## src/rtl/rng_stimulus_bank.sv

```systemverilog
// Purpose: per-channel LFSR stimulus source with run/step control, plus MISR and word capture of DUT results.
// Latency: stimulus advances one vector per accepted cycle; sig/data update on the edge after dut_valid.
// Backpressure: LFSRs and vec_count hold while stim_valid && !stim_ready; result capture never stalls.
module rng_stimulus_bank #(
    parameter int          NUM_CH    = 16,
    parameter int          DATA_W    = 18,
    parameter int          NUM_OUT   = 32,
    parameter logic [31:0] SEED_BASE = 32'd0,
    parameter int          VEC_LIMIT = 0,
    localparam int         SEL_W     = (NUM_OUT > 1) ? $clog2(NUM_OUT) : 1
) (
    input  logic                        clk,
    input  logic                        rst,
    input  logic                        start,
    input  logic                        stop,
    input  logic                        replay,
    input  logic                        step_mode,
    output logic [NUM_CH*DATA_W-1:0]    stim_data,
    output logic                        stim_valid,
    input  logic                        stim_ready,
    input  logic [NUM_OUT*DATA_W-1:0]   dut_data,
    input  logic                        dut_valid,
    input  logic [SEL_W-1:0]            out_sel,
    output logic [DATA_W-1:0]           data,
    output logic [31:0]                 sig,
    output logic [31:0]                 vec_count,
    output logic                        done
);

    typedef enum logic [1:0] {IDLE, RUN, STEP, DONE} state_t;

    state_t      state;
    logic [31:0] lfsr [NUM_CH];
    logic        accept;
    logic [31:0] count_inc;
    logic        limit_hit;
    logic [31:0] fold;
    logic [DATA_W-1:0] sel_word;

    function automatic logic [31:0] seed_of(input int ch);
        logic [31:0] s;
        s = SEED_BASE * 32'(NUM_CH) + 32'(ch) + 32'd1;
        return (s == 32'd0) ? 32'd1 : s;
    endfunction

    function automatic logic [31:0] lfsr_next(input logic [31:0] s);
        return {s[30:0], s[31] ^ s[21] ^ s[1] ^ s[0]};
    endfunction

    assign accept    = stim_valid && stim_ready;
    assign count_inc = vec_count + 32'd1;
    assign limit_hit = (VEC_LIMIT != 0) && (count_inc == 32'(VEC_LIMIT));

    for (genvar ch = 0; ch < NUM_CH; ch++) begin : g_ch
        assign stim_data[ch*DATA_W +: DATA_W] = lfsr[ch][DATA_W-1:0];
    end

    // Reset and replay share one path: both discard any acceptance in the same cycle.
    always_ff @(posedge clk) begin
        if (!rst || replay) begin
            state      <= IDLE;
            stim_valid <= 1'b0;
            done       <= 1'b0;
            vec_count  <= 32'd0;
            for (int ch = 0; ch < NUM_CH; ch++) lfsr[ch] <= seed_of(ch);
        end else begin
            if (accept) begin
                vec_count <= count_inc;
                for (int ch = 0; ch < NUM_CH; ch++) lfsr[ch] <= lfsr_next(lfsr[ch]);
            end
            case (state)
                IDLE: begin
                    if (!stop && start) begin
                        state      <= step_mode ? STEP : RUN;
                        stim_valid <= 1'b1;
                    end
                end
                RUN, STEP: begin
                    if (accept && limit_hit) begin
                        state      <= DONE;
                        stim_valid <= 1'b0;
                        done       <= 1'b1;
                    end else if (stop || (state == STEP && accept)) begin
                        state      <= IDLE;
                        stim_valid <= 1'b0;
                    end
                end
                DONE: begin
                    state <= DONE;
                end
                default: begin
                    state      <= IDLE;
                    stim_valid <= 1'b0;
                end
            endcase
        end
    end

    always_comb begin
        fold     = 32'd0;
        sel_word = '0;
        for (int i = 0; i < NUM_OUT; i++) begin
            fold = fold ^ 32'(dut_data[i*DATA_W +: DATA_W]);
            if (out_sel == SEL_W'(i)) sel_word = dut_data[i*DATA_W +: DATA_W];
        end
    end

    // Result capture runs regardless of FSM state; out-of-range selects yield zero.
    always_ff @(posedge clk) begin
        if (!rst) begin
            sig  <= 32'd0;
            data <= '0;
        end else begin
            if (replay) begin
                sig <= 32'd0;
            end else if (dut_valid) begin
                sig <= {sig[30:0], 1'b0} ^ (sig[31] ? 32'h04C11DB7 : 32'h0) ^ fold;
            end
            if (dut_valid) data <= sel_word;
        end
    end

endmodule

```

## config.mk

```make
export PLATFORM = sky130hd
export DESIGN_NAME = rng_stimulus_bank
export DESIGN_NICKNAME = d
export VERILOG_FILES = /design/src/rtl/rng_stimulus_bank.sv
export SDC_FILE = /design/constraint.sdc
export NUM_CORES = 1
export LEC_CHECK = 0
export ABC_CLOCK_PERIOD_IN_PS = 12500
export BUFFER_PORTS_ARGS = -buffer_cell sky130_fd_sc_hd__buf_2
export CAP_MARGIN = 10
export CORE_AREA = 2 2 373 375
export DETAILED_ROUTE_END_ITERATION = 10
export DIE_AREA = 0 0 375 377
export PLACE_DENSITY = 0.45
export SLEW_MARGIN = 20
export SYNTH_ARGS = -nofsm -noshare
export SYNTH_HDL_FRONTEND = slang
export SYNTH_SLANG_ARGS = --single-unit
```

## constraint.sdc

```tcl
create_clock -name clk -period 12.5 [get_ports clk]
set_input_delay 0.625 -clock clk [delete_from_list [all_inputs] [get_ports clk]]
set_output_delay 0.625 -clock clk [all_outputs]
set_load 0.1 [all_outputs]
```

==> results.toml <==
[status]
outcome = "finished, final reports clean"

[setup_path]
crit_family = "buffers and inverters"
rrSetupSlack_ns = 8.22
crit_buf_inv = 3
cp_slowest_cell = "nand2_8"
end_kind = "flop"
cp_max_fo = 193
crit_top_cell = "buf_12"
critPathLaunchType = "flop"
path_cells = "nand2_1, nand2_8, buf_12, buf_16, buf_12"
worst-setup-path-type = "flop to flop"
required_ns = 12.74
critPathMaxStageDelay_ns = 0.91
crit_arrival_ns = 4.52

[drt]
final_antenna_net_count = 0
vias = 28965
drt_first_pass_iters = 6
vias_per_cell = 5.00
drc_errors = 0
initialDrtViolationCount = 2782
routed_wl_um = 181000
wire_per_inst_um = 31.3

[logic_synthesis]
synth_area_leaders = "edfxtp_1 (43%), xnor2_1 (13%), buf_4 (6.4%)"
synthFlopType = "edfxtp_1"
syn_area_per_cell_um2 = 10.8
ys_ff_latch = 597
async_flop_share_pct = 0
synth_area_um2 = 36100
yosysTopAreaCell = "edfxtp_1"
synth_top_area_share_pct = 42.6
yosysUniqueCellTypes = 91
syn_inst = 3341
synth-edff-count = 512
synth.net_count = 3934
synth_common_cells = "xnor2_1 (551), edfxtp_1 (512), and3_1 (310)"
yosysWarningCount = 0
seq_area_frac_synth_pct = 47.3
synth.most_common_cell = "xnor2_1"

[power]
worst_ir_drop_vdd_mv = 0.0808
power.switching_w = 0.00233
seq_power_share_pct = 37.1
pwr-share-comb_pct = 30.8
p_per_area_nw_per_um2 = 149
clock_power_share_pct = 32.2
intPower_w = 0.00402
p_sw_share_pct = 36.7
p_leak_nw = 17.8

[final_layout]
nFillCells = 14419
area_delta_synth_final_pct = 18.2
register_area_um2 = 17100
stdcell_area_um2 = 42600
multi_input_area_um2 = 15800
layout-drive-gt1-share_pct = 29.5
nets = 4507

[global_routing]
grt_overflow_total = 0
antenna_found_initial = 91
grt_pass1_vias = 28377
grt_pass1_wl_um = 242000
grt_usage_pct = 24.6
grt_max_degree = 251

[clock_network]
root_buffer = "clkbuf_16"
cts_tree = "built"
path_clk_slew_ns = 0.06
cts_made_buffers = 70
ctsResizeCount = 0
ctsLongestPathBuffers = 3
post_cts_buffers = 0
cts_num_sinks = 597
clkLatencyLatePin_ns = 0.64
cts_htree_levels = 3
postCtsHoldBufs = 0

[timing]
finalHoldViolations = 0
slew_viol_final = 0
period_share_pct = 34.2
rsz0062_at_grt = "no"
worst_pin_slew_ns = 1.39
fmax_mhz = 234
totalNegativeSetupSlack_ns = 0
period_needed_ns = 4.28
skew_ns = 0.0189
max-slew-margin-rel_pct = 7.28
setup_violations = 0

[floorplan]
start_util_pct = 26.3
ioPinCount = 961
die-area_um2 = 141000
core-area_um2 = 137000
die_w_um = 375
row_count = 136
die_y_um = 377

[place]
dpl_cell_area_um2 = 40300
gp_congestion = 0.978
portBuffers = 959
dpl.hpwl_um = 144000

[job]
maxCapViolCount = 0

[worst_hold_path]
hp-class = "input pin to flop"
==> per-layer routing <==
metal	routed length [µm]	vias to the layer above	track usage (%)	part of all wire, %
met1	72600	14365	30.3	40
met2	85700	1393	40.5	47
met4	9170	38	12.4	5.1
met5	246	-	0	0.14
met3	13700	354	5.40	7.6
li1	-	12815	-	-
==> sequential cells by signal, indices dropped and copies added (netlist names) <==
name        cells
state           2
data           18
lfsr          512
sig            32
vec_count      32
stim_valid      1
==> stage by stage <==
stage	setup slack, ns	instances	utilization, %	total power, W	hold WS [ns]
floorplan	4.27	3341	-	0.00378	0.490
global placement	7.71	5635	29.4	0.00434	0.446
detailed placement	7.89	5635	29.4	0.00433	0.454
CTS	8.38	5764	31.0	0.00642	0.204
global route	8.07	5785	31.1	0.00658	0.245
finish	8.22	5795	31.1	0.00635	0.273
==> placed cells by master, fill, tap and decap left out, types with 8 or more instances in the layout <==
cell type and count:
nand4_1 13, and2_1 181, clkbuf_16 72, nor3_1 21, and3_1 310, a221oi_1 23
o221ai_1 23, a22oi_1 20, o21ai_0 116, mux2i_1 61, xnor2_1 551, buf_4 30
o21ai_1 14, edfxtp_1 512, clkinv_1 19, a21oi_1 131, diode_2 30, clkinv_2 12
a31oi_1 13, o21a_1 9, xor2_1 100, o22ai_1 47, buf_2 956, and3b_1 8
clkbuf_1 10, nand3_1 45, xnor3_1 8, inv_1 12, nor2_1 150, a211oi_1 18
mux2_2 23, dfxtp_1 85, or3_1 20, o211ai_1 8, nand2b_1 21, nand2_1 128
==> worst reg2reg max path: cells and delay by family (launching register included) <==
family | cells | cell delay, ns
buf+inv | 3 | 1.64
simple gates | 2 | 1.35
flops | 1 | 0.38
==> power by group through the flow <==
| stage | combinational [W] | sequential (W) | clock (W) |
|---|---|---|---|
| 2_1_floorplan | 0.00125 | 0.00253 | 0 |
| 3_3_place_gp | 0.00194 | 0.00240 | 0 |
| 3_5_place_dp | 0.00194 | 0.00240 | 0 |
| 4_1_cts | 0.00195 | 0.00236 | 0.00212 |
| 5_1_grt | 0.00202 | 0.00237 | 0.00219 |
| 6_report | 0.00195 | 0.00235 | 0.00204 |
==> cell families (layout without fill, tap and decap cells) <==
| group | count (synthesis) | count (layout) | synth area share [%] |
|---|---|---|---|
| AO/OA/AOI/OAI | 519 | 519 | 9.42 |
| XOR/XNOR | 659 | 659 | 16.3 |
| adder cells (fa/ha/maj) | 4 | 4 | 0.139 |
| buffers and inverters | 504 | 1134 | 8.93 |
| flip-flops | 597 | 597 | 47.3 |
| multiplexers | 89 | 89 | 2.72 |
| other | 1 | 31 | 0.0104 |
| AND/OR/NAND/NOR | 968 | 968 | 15.1 |
==> cell type report <==
cell class	count	area share, %
inverters	13	0.114
multi-input cells	2240	37.1
well taps	1794	5.26
flip-flops and latches	597	40.1
clock buffers	83	4.35
clock inverters	46	0.916
diodes	30	0.176
repair buffers	992	12.0
==> worst paths after layout <==
kind | start | endpoint | cells past startpoint
worst max register to register | stim_valid | lfsr[1][90] | 5
worst max-delay path | stim_valid | lfsr[1][90] | 5
worst min-delay path | step_mode | state[1] | 3
worst min register to register | data[6] | data[6] | 2
No activity file was read; power rests on OpenSTA's default activity.
